File: config.mk
export PLATFORM = sky130hd
export DESIGN_NAME = fetch_unit
export DESIGN_NICKNAME = d
export VERILOG_FILES = /design/src/rtl/fetch_pkg.sv /design/src/rtl/fetch_buffer.sv /design/src/rtl/fetch_unit.sv
export SDC_FILE = /design/constraint.sdc
export NUM_CORES = 1
export LEC_CHECK = 0
export BUFFER_PORTS_ARGS = -buffer_cell sky130_fd_sc_hd__buf_4
export CAP_MARGIN = 20
export CORE_UTILIZATION = 53
export CTS_CLUSTER_SIZE = 25
export DETAILED_ROUTE_END_ITERATION = 7
export HOLD_SLACK_MARGIN = 0.08
export PLACE_DENSITY_LB_ADDON = 0.2
export SLEW_MARGIN = 20
export SYNTH_ARGS = -nofsm -noshare
export SYNTH_HDL_FRONTEND = slang
export SYNTH_HIERARCHICAL = 1
export SYNTH_SLANG_ARGS = --single-unit
File: constraint.sdc
create_clock -name clk -period 5.55 [get_ports clk]
set_input_delay 0 -clock clk [delete_from_list [all_inputs] [get_ports clk]]
set_output_delay 0 -clock clk [all_outputs]
set_load 0.05 [all_outputs]
File: src/rtl/fetch_pkg.sv
// fetch_pkg: definitions shared by the fetch unit, its buffer and the decoder.
//   - FSM state encodings (plain localparams so legacy tools can read them)
//   - NOP instruction used as the reset/empty buffer contents
//   - RV32I major opcode constants shared with the decoder
//   - small address helpers for redirect-target handling
// Optional build macro: FETCH_MISALIGN_CHECK_EN (used by fetch_unit).
package fetch_pkg;

  localparam logic [31:0] NOP = 32'h0000_0013;

  localparam logic [2:0] ST_REQ  = 3'd0;
  localparam logic [2:0] ST_WAIT = 3'd1;
  localparam logic [2:0] ST_HOLD = 3'd2;
  localparam logic [2:0] ST_DROP = 3'd3;
  localparam logic [2:0] ST_ERR  = 3'd4;

  localparam logic [6:0] OPC_LOAD   = 7'b000_0011;
  localparam logic [6:0] OPC_OP_IMM = 7'b001_0011;
  localparam logic [6:0] OPC_AUIPC  = 7'b001_0111;
  localparam logic [6:0] OPC_STORE  = 7'b010_0011;
  localparam logic [6:0] OPC_OP     = 7'b011_0011;
  localparam logic [6:0] OPC_LUI    = 7'b011_0111;
  localparam logic [6:0] OPC_BRANCH = 7'b110_0011;
  localparam logic [6:0] OPC_JALR   = 7'b110_0111;
  localparam logic [6:0] OPC_JAL    = 7'b110_1111;
  localparam logic [6:0] OPC_SYSTEM = 7'b111_0011;

  // Clear the byte-offset bits so the address points at a whole word.
  function automatic logic [31:0] align_word(input logic [31:0] addr);
    return addr & ~32'h0000_0003;
  endfunction

  function automatic logic is_word_aligned(input logic [31:0] addr);
    return (addr[1:0] == 2'b00);
  endfunction

endpackage

File: src/rtl/fetch_buffer.sv
// fetch_buffer: single-entry instruction/PC holding register.
// Ports:
//   clk, reset        clock and asynchronous active-high reset
//   load              capture load_instr/load_pc and mark the entry valid
//   flush             invalidate the entry (consumed or squashed)
//   load_instr/load_pc  incoming instruction word and its address
//   valid             entry holds an instruction for decode
//   instr/instr_pc    buffered instruction and its address
//   opcode/funct3/funct7  fields decoded straight from the buffer register
module fetch_buffer
  import fetch_pkg::*;
#(
  parameter logic [31:0] RESET_PC = 32'h0000_0000
) (
  input  logic        clk,
  input  logic        reset,
  input  logic        load,
  input  logic        flush,
  input  logic [31:0] load_instr,
  input  logic [31:0] load_pc,
  output logic        valid,
  output logic [31:0] instr,
  output logic [31:0] instr_pc,
  output logic [6:0]  opcode,
  output logic [2:0]  funct3,
  output logic        funct7
);

  logic        valid_q;
  logic [31:0] instr_q;
  logic [31:0] pc_q;

  // Load wins over flush; the controller never asks for both at once, but
  // a fresh word must never be lost to a stale invalidate.
  always_ff @(posedge clk or posedge reset) begin
    if (reset) begin
      valid_q <= 1'b0;
      instr_q <= NOP;
      pc_q    <= RESET_PC;
    end else if (load) begin
      valid_q <= 1'b1;
      instr_q <= load_instr;
      pc_q    <= load_pc;
    end else if (flush) begin
      valid_q <= 1'b0;
    end
  end

  assign valid    = valid_q;
  assign instr    = instr_q;
  assign instr_pc = pc_q;
  assign opcode   = instr_q[6:0];
  assign funct3   = instr_q[14:12];
  assign funct7   = instr_q[30];

endmodule

File: src/rtl/fetch_unit.sv
// fetch_unit: instruction fetch controller with one outstanding request.
// Ports:
//   clk, reset                    clock and asynchronous active-high reset
//   imem_req_valid/ready/addr     request channel to instruction memory
//   imem_rsp_valid/data           response channel from instruction memory
//   instr_valid/instr_ready       buffered instruction handshake to decode
//   instr, instr_pc               buffered instruction and its address
//   opcode, funct3, funct7        fields of the buffered instruction
//   redirect, redirect_target     taken-branch PC override
//   misalign_err                  sticky misaligned-redirect flag
// Optional build macro: FETCH_MISALIGN_CHECK_EN adds an ERR state entered on
// a misaligned redirect; without it redirect targets are word-aligned.
module fetch_unit
  import fetch_pkg::*;
#(
  parameter logic [31:0] RESET_PC = 32'h0000_0000
) (
  input  logic        clk,
  input  logic        reset,
  output logic        imem_req_valid,
  input  logic        imem_req_ready,
  output logic [31:0] imem_req_addr,
  input  logic        imem_rsp_valid,
  input  logic [31:0] imem_rsp_data,
  output logic        instr_valid,
  input  logic        instr_ready,
  output logic [31:0] instr,
  output logic [31:0] instr_pc,
  output logic [6:0]  opcode,
  output logic [2:0]  funct3,
  output logic        funct7,
  input  logic        redirect,
  input  logic [31:0] redirect_target,
  output logic        misalign_err
);

  logic [2:0]  state, state_next;
  logic [31:0] pc, pc_next;
  logic [31:0] target;
  logic        buf_load, buf_flush;
  logic        err_set;

`ifdef FETCH_MISALIGN_CHECK_EN
  logic misalign_q;
  logic redirect_bad;
  assign target       = redirect_target;
  assign redirect_bad = redirect && !is_word_aligned(redirect_target);
`else
  assign target = align_word(redirect_target);
`endif

  // Next-state and PC logic. A redirect always beats normal progress; in WAIT
  // and DROP it decides whether an in-flight response still has to be eaten.
  always_comb begin
    state_next = state;
    pc_next    = pc;
    buf_load   = 1'b0;
    buf_flush  = 1'b0;
    err_set    = 1'b0;
    case (state)
      ST_REQ: begin
        if (redirect) begin
          pc_next = target;
        end else if (imem_req_ready) begin
          state_next = ST_WAIT;
        end
      end
      ST_WAIT: begin
        if (redirect) begin
          pc_next    = target;
          state_next = imem_rsp_valid ? ST_REQ : ST_DROP;
        end else if (imem_rsp_valid) begin
          buf_load   = 1'b1;
          pc_next    = pc + 32'd4;
          state_next = ST_HOLD;
        end
      end
      ST_HOLD: begin
        if (redirect) begin
          pc_next    = target;
          buf_flush  = 1'b1;
          state_next = ST_REQ;
        end else if (instr_ready) begin
          buf_flush  = 1'b1;
          state_next = ST_REQ;
        end
      end
      ST_DROP: begin
        if (redirect) begin
          pc_next = target;
        end
        if (imem_rsp_valid) begin
          state_next = ST_REQ;
        end
      end
`ifdef FETCH_MISALIGN_CHECK_EN
      ST_ERR: begin
        state_next = ST_ERR;
      end
`endif
      default: begin
        state_next = ST_REQ;
      end
    endcase
`ifdef FETCH_MISALIGN_CHECK_EN
    // A bad target freezes fetch entirely until reset.
    if (redirect_bad && state != ST_ERR) begin
      state_next = ST_ERR;
      pc_next    = pc;
      buf_load   = 1'b0;
      buf_flush  = 1'b1;
      err_set    = 1'b1;
    end
`endif
  end

  always_ff @(posedge clk or posedge reset) begin
    if (reset) begin
      state <= ST_REQ;
      pc    <= RESET_PC;
    end else begin
      state <= state_next;
      pc    <= pc_next;
    end
  end

`ifdef FETCH_MISALIGN_CHECK_EN
  always_ff @(posedge clk or posedge reset) begin
    if (reset) begin
      misalign_q <= 1'b0;
    end else if (err_set) begin
      misalign_q <= 1'b1;
    end
  end
  assign misalign_err = misalign_q;
`else
  assign misalign_err = err_set;
`endif

  // The request is gated by reset so nothing is presented while held in reset,
  // yet it appears immediately once reset is released.
  assign imem_req_valid = (state == ST_REQ) && !reset;
  assign imem_req_addr  = pc;

  fetch_buffer #(
    .RESET_PC(RESET_PC)
  ) u_buffer (
    .clk       (clk),
    .reset     (reset),
    .load      (buf_load),
    .flush     (buf_flush),
    .load_instr(imem_rsp_data),
    .load_pc   (pc),
    .valid     (instr_valid),
    .instr     (instr),
    .instr_pc  (instr_pc),
    .opcode    (opcode),
    .funct3    (funct3),
    .funct7    (funct7)
  );

endmodule

[Word level (Yosys, flattened, before mapping)]
Index checks and enable logic that the tools add are counted.
Word-level totals
  word-level logic and storage cells: 44
  register bits: 100
  bits in latches: 0
  input port bits: 70
  memory bits (writable): 0
  memories: 0
  output and inout port bits: 110
  bits in read-only memories: 0
Cells by class
  shift-type cells: 0
  bitwise gates (word level): 0
  add/subtract/negate cells: 1
  multiplexer cells: 21
  $lt $le $gt $ge: 0
  reductions and logical operators: 8
  divide/modulo/power cells: 0
  multipliers: 0
  eq/ne operators: 9
Operators by type and width (count)
  $mux 32: 3
  $pmux 32 s2: 1
  $add 32x3->32 const B: 1
  $mux 3: 7
  $pmux 3 s4: 1
  $mux 1: 8
  $eq 3x2->1 const B: 2
  $ne 2x2->1 const B: 3
  $ne 3x3->1 const B: 2
  $reduce_and 5->1: 1
  $reduce_bool 2->1: 2
  $eq 3x1->1 const B: 1
  $logic_not 3->1: 1
  $reduce_and 3->1: 1
  $reduce_or 3->1: 1
  $mux 2: 1
  $ne 2x1->1 const B: 1
  $logic_and 1x1->1: 1
  $logic_not 1->1: 1

[Depth between registers and ports, before layout]
Gate-level depths: netlist of the first run.
  depth in word-level cells: 5
  gate-level depth with buffers: 7
  depth with buffers taken out: 6

[Modules after synthesis]
The synthesis of the first run kept the hierarchy.
By module, submodules not included
  fetch_buffer: area each 2705.1 µm², sequential area each 1630.3 µm², instances 1, cells each 150
  fetch_unit: area each 2028.2 µm², sequential area each 800.8 µm², instances 1, cells each 231

[Least setup slack after synthesis of the first run]
OpenSTA, ideal clock, no wires.
  kind: reg-to-reg
  from: register pc[2] (netlist: imem_req_addr[2])
  to: register pc[28] (netlist: imem_req_addr[28])
  cell stages (with the launch flop): 8
  arrival: 2.108 ns
  path slack: 3.348 ns
  buffers on the path: 1
  period minus slack after synthesis: 2.202 ns
  required time: 5.456 ns
  library setup time: 0.094 ns
  path through: dfrtp_1 > ha_1 > nand3_1 > or2_1 > buf_6 > nor4_4 > a311oi_1 > a221oi_2
On the way
  word-level cells in the longest chain between the ends: 4
Ends and longest elaborated chain
  start: declaration: RTL line fetch_unit.sv:38  | logic [31:0] pc, pc_next;
  start signal: assignment: RTL line fetch_unit.sv:123  | pc <= pc_next;
  $add 32x3->32: RTL line fetch_unit.sv:74  | pc_next = pc + 32'd4;
  $mux 32: RTL line fetch_unit.sv:72  | end else if (imem_rsp_valid) begin
  $mux 32: RTL line fetch_unit.sv:69  | if (redirect) begin
  $pmux 32 s2: RTL line fetch_unit.sv:60  | case (state)
No other way between the ends. The select of a mux whose other input is x is not followed.
A chain may end at the register's enable or synchronous reset.

[Final worst setup path of the first run]
  from: register state[1]
  to: register pc[21] (netlist: imem_req_addr[21])
On the way
  word-level cells in the longest chain between the ends: 4
  elaborated cells on any way between the ends: 10
  those cells by class: eq/ne: 5; mux: 1; reduce/logical: 4
Ends and longest elaborated chain
  start: declaration: RTL line fetch_unit.sv:37  | logic [2:0] state, state_next;
  start signal: assignment: RTL line fetch_unit.sv:122  | state <= state_next;
  $eq 3x2->1 / $logic_not 3->1 (equally long branches): RTL line fetch_unit.sv:60
  $reduce_or 3->1 (no source line)
  $ne 2x1->1 (no source line) / $reduce_bool 2->1 (equally long branches)
  $reduce_and 3->1 (no source line)
Parallel ways exist; a longest one is shown, timed or not.

==> results of run 1 <==
kinds of logic after synthesis:
family,Yosys count,synth area share
compound gates,58,0.0867
xor+xnor,6,0.0111
fa+ha+maj,1,0.00264
buf+inv,45,0.0600
flops,97,0.514
mux,64,0.191
other cells,1,0.000792
simple gates,109,0.134
layout by cell type (no fill, tap or decap), types with 5 or more instances in the layout:
cell type | Yosys | routed
o22ai_1 | 7 | 7
nor2_1 | 20 | 20
mux2_2 | 15 | 15
nand3_1 | 13 | 13
and4_1 | 6 | 6
a211oi_1 | 6 | 6
o21ai_0 | 14 | 14
nor3_1 | 11 | 11
dlygate4sd3_1 | 0 | 68
nand2_1 | 26 | 26
a21oi_1 | 7 | 7
conb_1 | 1 | 5
inv_1 | 10 | 9
clkbuf_8 | 0 | 10
dfrtp_1 | 94 | 94
buf_4 | 14 | 178
mux2_4 | 49 | 49
tightest hold or removal path, stage by stage:
cell,delay (ps)
buf_4,250
nand2_1,100
o21ai_1,50
state kept, by name, indices dropped and copies added, names as in the netlist:
register	count
u_buffer/instr_pc	32
u_buffer/valid	1
state	2
u_buffer/instr	32
imem_req_addr	30
power by group through the flow:
stage,Combinational (mW),Sequential [mW],Clock [mW]
global route,2.08,1.18,0.471
global placement,1.93,1.13,0
detailed placement,1.95,1.15,0
floorplan,0.580,1.97,0
CTS,1.99,1.14,0.446
finish,2.00,1.15,0.436
final timing paths:
kind	startpoint	cells after the start	endpoint
min in group asynchronous	reset	4	imem_req_addr[6]$_DFFE_PP0P_
worst min-delay path	redirect	3	imem_req_addr[18]$_DFFE_PP0P_
worst min register to register	u_buffer/valid$_DFFE_PP0P_	1	u_buffer/valid$_DFFE_PP0P_
worst max register to register	state[1]$_DFFE_PP0P_	6	imem_req_addr[21]$_DFFE_PP0P_
max in group asynchronous	reset	4	u_buffer/instr_pc[16]$_DFFE_PP0P_
worst max-delay path	state[1]$_DFFE_PP0P_	6	imem_req_addr[21]$_DFFE_PP0P_
cell type report:
type                       count  area, um^2
antenna                        1        2.50
timing repair buffer         246        2020
clock inverter                 6        51.3
sequential                    97        2430
clock buffer                  10         138
tap                          108         135
inverter                      10        37.5
multi-input combinational    243        2050
fill                         552        1820
metrics by stage:
stage,instances,area [um^2]
floorplan,385,4750
detailed placement,636,5990
global route,721,6860
CTS,720,6860
global placement,636,5990
finish,721,6860
routing by layer:
layer / share of wire / vias up
met3: 0.077 / 19
met4: 0.013 / 0
met1: 0.40 / 1926
li1: - / 1821
met5: 0 / -
met2: 0.51 / 168
==> impl_metrics.tcl, run 1 <==
set metrics [dict create \
    status "completed" \
    cts_root_buffer "clkbuf_8" \
    drt_wl_total_mm 13.0 \
    worstSetupStartpointType "register" \
    gr-usage-met1 0.352 \
    slew_violations 0 \
    numCtsBuffers 9 \
    core_region_area_mm2 0.00868 \
    internal_power_mw 1.84 \
    finalPower_mw 3.59 \
    setup_ws_ps 3060 \
    synth_cell_types 57 \
    die_h_um 96.5 \
    power.switching_mw 1.75 \
    max_stage_delay_ps 570 \
    post_cts_buffers 0 \
    reg2reg_setup_slack_ps 3060 \
    clockBufferDepth 2 \
    drc 0 \
    yosysTopAreaCellShare 0.497 \
    yosysMostFrequentCell "dfrtp_1" \
    synth_area_per_cell_um2 12.4 \
    syn_to_final_growth_pct 44.9 \
    hp-class "in2reg" \
    ys_async_sr_fraction 1.00 \
    ir_worst_vdd_v 0.000274 \
    grt_pass1_vias 3829 \
    wl_per_cell_um 18.0 \
    cts_sinks 97 \
    utilization 0.791 \
    drive_gt1_frac 0.451 \
    relSlewSlack 0.461 \
    period_needed_ps 2490 \
    ys_warn_count 6 \
    post_cts_resize_count 0 \
    netlist_area_mm2 0.00473 \
    fmax_ghz 0.401 \
    met3_usage 0.0610 \
    yosysSeqAreaShare 0.514 \
    grt_setup_unrepaired "no" \
    antenna_left 0 \
    clkPwrFrac 0.122 \
    switching_share 0.487 \
    antenna_found_initial 1 \
    combPwrFrac 0.558 \
    initial_core_util 0.545 \
    gp_congestion 0.790 \
    drtPass1Iterations 4 \
    post-dp-hpwl_mm 8.06 \
    crit_chain "nor4bb_4, buf_4, nand2_1, nor3_1, nor3b_1, a211o_1" \
    setup-violations-final 0 \
    cts.clk_slew.worst_paths_ps 100 \
    netlist.top_cell.by_area "dfrtp_1" \
    clkLatencyLatePin_ps 360 \
    synth_area_leaders "dfrtp_1 (50%), mux2_4 (16%), mux2_2 (3.6%), buf_4 (2.2%), nand2_1 (2.1%)" \
    finalSetupTns_ps 0 \
    leakagePower_nw 3.16 \
    cts_hold_buf 68 \
    finalNetCount 678 \
    cts_tree "yes" \
    top_usage_layer "met2" \
    crit_buf_inv 1 \
    port_buffers 174 \
    grt.overflow.total 0 \
    skew_ps 10.9 \
    syn_inst 381 \
    synth_seq_cells 97 \
    die_area_mm2 0.00931 \
    synth_edf_count 0 \
    ys.flop_type "dfrtp_1" \
    cts-htree-levels 3 \
    met2_usage 0.482 \
    grt_pass1_wl_mm 19.7 \
    critPathKind "reg2reg" \
    drtIter0Drc 165 \
    worstMarginPinSlew_ps 809 \
    num_vias 3934 \
    finalCritPeriodShare 0.449 \
    ios 180 \
    cp_data_required_time_ps 5840 \
    vias_per_cell 5.46 \
    ys_top_cells_by_count "dfrtp_1 (94), mux2_4 (49), nand2_1 (26), nor2_1 (20), mux2_2 (15)" \
    grt_max_degree 66 \
    critPathMaxFanout 39 \
    rows 34 \
    critPathTopFamily "simple AND/OR/NAND/NOR gates" \
    whs_ps 96.7 \
    die_w_um 96.5 \
    cap_violations 0 \
    end_kind "register" \
    arrival_ps 2780 \
    hold_violations 0 \
    seqPwrFrac 0.320 \
    dp_slack_ps 3090 \
    power_density_mw_per_mm2 523 \
    track_usage 0.277 \
    slowest_stage "buf_4" \
]
No activity file was read; power rests on OpenSTA's default activity.
==> inputs of run 2 (changes only) <==
Settings changed: CORE_UTILIZATION 53 to 49.
Clock period 5.55 ns to 2.42 ns, I/O delays scaled along.
==> run 2 against run 1 <==
  * Cell count increased by 3.5%
  * Die area increased by 8.0%
  * Clock power increased by 120%
  * Cell area increased by 0.78%
  * First-iteration DRC count increased by 18%
  * Routed wire length increased by 1.3%
  * Count of clock-buffer cells in the layout increased by 1
  * Via count decreased by 0.92%
  * Total power increased by 130%
  * Hold slack improved by 100 ps
  * Critical path type unchanged
==> impl_metrics.tcl, run 2 (synthesis results as in run 1) <==
set metrics [dict create \
    worstMarginPinSlew_ps 712 \
    finalNetCount 683 \
    crit_buf_inv 2 \
    syn_to_final_growth_pct 46.1 \
    leakagePower_nw 3.18 \
    final_cell_mix "buf_4 (183), dfrtp_1 (94), dlygate4sd3_1 (67)" \
    diodes 0 \
    rows 35 \
    drc 0 \
    power_density_mw_per_mm2 1180 \
    critPathTopFamily "buffers and inverters" \
    clockBufferDepth 2 \
    end_kind "register" \
    startpoint "state[1]$_DFFE_PP0P_" \
    setup-violations-final 0 \
    initial_core_util 0.510 \
    post-dp-hpwl_mm 8.27 \
    hold_start "redirect" \
    layout_commonest_cell "buf_4" \
    slowest_stage "dfrtp_1" \
    setup_ws_ps 332 \
    numCtsBuffers 9 \
    drt_wl_total_mm 13.1 \
    design_area_mm2 0.00691 \
    cap_violations 0 \
    cts.clk_slew.worst_paths_ps 90 \
    vias_per_cell 5.23 \
    antenna_left 0 \
    cp_data_required_time_ps 2660 \
    power.switching_mw 3.98 \
    internal_power_mw 4.19 \
    timing.rr.start "state[1]$_DFFE_PP0P_" \
    worstSetupStartpointType "register" \
    clkPwrFrac 0.118 \
    ios 180 \
    relSlewSlack 0.524 \
    clkLatencyLatePin_ps 360 \
    wl_per_cell_um 17.6 \
    max_stage_delay_ps 500 \
    switching_share 0.487 \
    dp_slack_ps 383 \
    finalSetupTns_ps 0 \
    skew_ps 13.4 \
    cts_sinks 97 \
    gp_congestion 0.813 \
    grt_pass1_wl_mm 20.9 \
    fill_cells 645 \
    arrival_ps 2330 \
    critPathMaxFanout 51 \
    place_area_mm2 0.00607 \
    combPwrFrac 0.561 \
    drive_gt1_frac 0.454 \
    slew_violations 0 \
    seqPwrFrac 0.322 \
    hold_violations 0 \
    post_cts_buffers 0 \
    grt.overflow.total 0 \
    cts-htree-levels 3 \
    grt_max_degree 52 \
    port_buffers 174 \
    die_area_mm2 0.0101 \
    num_vias 3898 \
    period_needed_ps 2090 \
    cts_tree "yes" \
    post_cts_resize_count 0 \
    critPathKind "reg2reg" \
    status "completed" \
    die_w_um 100 \
    track_usage 0.266 \
    grt_setup_unrepaired "no" \
    ir_worst_vdd_v 0.000662 \
    die_h_um 100 \
    hp-class "in2reg" \
    reg2reg_setup_slack_ps 330 \
    core_region_area_mm2 0.00928 \
    cts_root_buffer "clkbuf_8" \
    fmax_ghz 0.479 \
    drtIter0Drc 194 \
    grt_pass1_vias 4026 \
    finalCritPeriodShare 0.863 \
    antenna_found_initial 0 \
    crit_chain "nor4bb_4, buf_12, buf_4, mux2_4" \
    drtPass1Iterations 4 \
]
[run 2: changes by cell type in the layout (fill, tap and decap cells not counted), sizes merged]
| cell | change |
|---|---|
| buf | +6 |
| inv | -1 |
| diode | -1 |
| clkbuf | +1 |
| dlygate4sd3 | -1 |
[run 2: tightest hold or removal path: cells and delay by family]
kind	cells	cell delay, ps
buffers and inverters	2	300
AND/OR/NAND/NOR	2	220
[run 2: cell type report]
| class | count | area (um^2) | share of cell area |
|---|---|---|---|
| Clock buffer | 11 | 131 | 0.0190 |
| Sequential cell | 97 | 2430 | 0.352 |
| Inverter | 10 | 37.5 | 0.00543 |
| Timing Repair Buffer | 251 | 2060 | 0.299 |
| Clock inverter | 5 | 40.0 | 0.00579 |
| Multi-Input combinational cell | 243 | 2050 | 0.296 |
| Tap cell | 129 | 161 | 0.0233 |
[run 2: routing by layer]
layer / GRT usage / up-vias / part of all wire
met2: 0.452 / 156 / 0.49
met1: 0.349 / 1907 / 0.43
li1: - / 1820 / -
met3: 0.0446 / 15 / 0.063
met4: 0.0836 / 0 / 0.014
met5: 0 / - / 0
[run 2: power groups by stage]
stage | sequential [mW] | combinational, mW | clock, mW
4_1_cts | 2.61 | 4.57 | 0.983
3_5_place_dp | 2.63 | 4.47 | 0
2_1_floorplan | 4.53 | 1.33 | 0
5_1_grt | 2.70 | 4.74 | 1.04
3_3_place_gp | 2.61 | 4.43 | 0
6_report | 2.63 | 4.58 | 0.962
[run 2: what timing repair did]
action                     CTS  global route
setup endpoints to repair    0             0
hold endpoints to repair   124             0
hold buffers                67             0
[run 2: worst paths after layout]
path,to,depth (start not counted)
worst max-delay path,u_buffer/instr[29]$_DFFE_PP0P_,4
worst max register to register,u_buffer/instr[29]$_DFFE_PP0P_,4
min in group asynchronous,imem_req_addr[28]$_DFFE_PP0P_,4
max in group asynchronous,u_buffer/instr[29]$_DFFE_PP0P_,4
worst min register to register,u_buffer/valid$_DFFE_PP0P_,1
worst min-delay path,imem_req_addr[31]$_DFFE_PP0P_,4
[run 2: metrics by stage]
stage / hold slack (ps) / util / power [mW] / instances
global placement: 150 / 0.654 / 7.03 / 663
detailed placement: 142 / 0.654 / 7.10 / 663
CTS: 184 / 0.745 / 8.17 / 746
global route: 252 / 0.745 / 8.49 / 746
floorplan: 116 / - / 5.86 / 385
finish: 200 / 0.745 / 8.17 / 746
==> inputs of run 3 (changes only) <==
Settings changed: CELL_PAD_IN_SITES_DETAIL_PLACEMENT from default to 1, CELL_PAD_IN_SITES_GLOBAL_PLACEMENT from default to 2, CORE_UTILIZATION 49 to 31, SETUP_SLACK_MARGIN from default to 0.2.
==> run 3 against run 2 <==
  * The flow now finishes with violations (DRC)
  * Hold slack lost 92 ps
  * Die area grew 57%
  * Core utilization shrank 26 points
  * Critical endpoint is now imem_req_addr[21]$_DFFE_PP0P_
==> impl_metrics.tcl, run 3 (synthesis results as in run 1) <==
set metrics [dict create \
    clkPwrFrac 0.188 \
    die_h_um 126 \
    post_cts_buffers 0 \
    drtPass1Iterations 6 \
    r2r_cells 5 \
    violations "DRC" \
    cp.depth 5 \
    drt-met1-wl_mm 6.29 \
    seqPwrFrac 0.295 \
    wl_per_cell_um 17.8 \
    critPathTopFamily "simple AND/OR/NAND/NOR gates" \
    drtIter0Drc 175 \
    port_buffers 174 \
    grt_pass1_wl_mm 23.4 \
    hold_violations 0 \
    slowest_stage "nor4bb_4" \
    gp_congestion 0.737 \
    critPathMaxFanout 10 \
    hp-class "in2reg" \
    arrival_ps 2270 \
    clkLatencyLatePin_ps 350 \
    setup-violations-final 0 \
    track_usage 0.190 \
    grt_setup_unrepaired "no" \
    ios 180 \
    drc 17 \
    slew_violations 0 \
    internal_power_mw 4.83 \
    wl_met2_mm 7.08 \
    clockBufferDepth 2 \
    layout_commonest_cell "buf_4" \
    end_kind "register" \
    whs_ps 108 \
    final_cell_mix "buf_4 (185), dfrtp_1 (94), dlygate4sd3_1 (68)" \
    cts.clk_slew.worst_paths_ps 70 \
    die_area_mm2 0.0158 \
    startpoint "state[1]$_DFFE_PP0P_" \
    rows 44 \
    syn_to_final_growth_pct 51.8 \
    initial_core_util 0.322 \
    die_w_um 126 \
    finalNetCount 686 \
    diodes 0 \
    power.switching_mw 4.04 \
    period_needed_ps 2030 \
    top_layer "met4" \
    grt.overflow.total 0 \
    rr_endpoint "imem_req_addr[21]$_DFFE_PP0P_" \
    finalCritPeriodShare 0.840 \
    reg2reg_setup_slack_ps 390 \
    antenna_found_initial 0 \
    grt_pass1_vias 4158 \
    drt_wl_total_mm 14.3 \
    leakagePower_nw 3.30 \
    timing.rr.start "state[1]$_DFFE_PP0P_" \
    grt_max_degree 57 \
    ir_worst_vdd_v 0.000663 \
    crit_buf_inv 0 \
    finalSetupTns_ps 0 \
    status "finished, violations left" \
    cts-htree-levels 3 \
    vias_per_cell 4.88 \
    max_stage_delay_ps 510 \
    antenna_left 0 \
    fmax_ghz 0.492 \
    cp_data_required_time_ps 2660 \
    post-dp-hpwl_mm 9.64 \
    drive_gt1_frac 0.458 \
    cts_tree "yes" \
    core_region_area_mm2 0.0147 \
    endpoint "imem_req_addr[21]$_DFFE_PP0P_" \
    cts_root_buffer "clkbuf_16" \
    crit_chain "nor4bb_4, nand2_1, nor3_1, a31oi_1, a211o_1" \
    worstSetupStartpointType "register" \
    setup_ws_ps 387 \
    switching_share 0.456 \
    combPwrFrac 0.516 \
    power_density_mw_per_mm2 1230 \
    critPathKind "reg2reg" \
    skew_ps 4.84 \
    cts_sinks 97 \
    wl_met3_um 844 \
    cap_violations 0 \
    num_vias 3925 \
    utilization 0.489 \
    numCtsBuffers 9 \
    dp_slack_ps 366 \
]
-- run 3: cell types whose count changed in the layout (fill, tap and decap cells not counted), sizes merged --
cell         change
clkbuf           -2
clkinv           +2
dlygate4sd3      +1
buf              +2
clkinvlp         -3
bufinv           +3
-- run 3: power by group through the flow --
stage / combinational, mW / clock [mW] / sequential, mW
after floorplan: 1.33 / 0 / 4.53
after global placement: 4.47 / 0 / 2.60
after detailed placement: 4.48 / 0 / 2.65
after CTS: 4.60 / 1.72 / 2.62
after global routing: 4.75 / 1.76 / 2.71
final: 4.58 / 1.67 / 2.62
-- run 3: area by class of cell --
class                      count  area (um^2)
multi-input combinational    243         2050
inverter                      10         37.5
clock inverter                 7          118
fill                        1578         7510
tap                          184          230
sequential                    97         2430
clock buffer                   9          225
timing repair buffer         254         2090
-- run 3: worst min-delay path by stage --
stage                     startpoint                            end  slack, ps  depth (start not counted)
after global routing        redirect  imem_req_addr[18]$_DFFE_PP0P_        140                          3
final                       redirect  imem_req_addr[18]$_DFFE_PP0P_        110                          3
after floorplan                reset  imem_req_addr[10]$_DFFE_PP0P_        120                          1
after CTS                   redirect  imem_req_addr[18]$_DFFE_PP0P_         90                          3
after detailed placement       reset  u_buffer/instr[5]$_DFFE_PP0P_         80                          2
after global placement         reset  u_buffer/instr[7]$_DFFE_PP0P_         70                          2
-- run 3: tightest hold or removal path, stage by stage --
cell     delay [ps]
buf_4           250
nand2_1         110
o21ai_1          50
-- run 3: through the flow --
stage,area (um^2),cells,power [mW]
floorplan,4750,385,5.86
finish,7190,804,8.87
global route,7190,804,9.22
detailed placement,6160,720,7.13
CTS,7180,804,8.94
global placement,6160,720,7.07
-- run 3: what timing repair did --
action / in CTS / in global routing
endpoints found under the setup margin: 0 / 3
gates resized for setup: 0 / 1
endpoints found under the hold margin: 97 / 0
hold buffers: 68 / 0
-- run 3: per-layer routing --
metal / vias up / GRT usage
met2: 123 / 0.325
met4: 0 / 0.0430
met1: 1963 / 0.239
met3: 9 / 0.0479
met5: - / 0
li1: 1830 / -
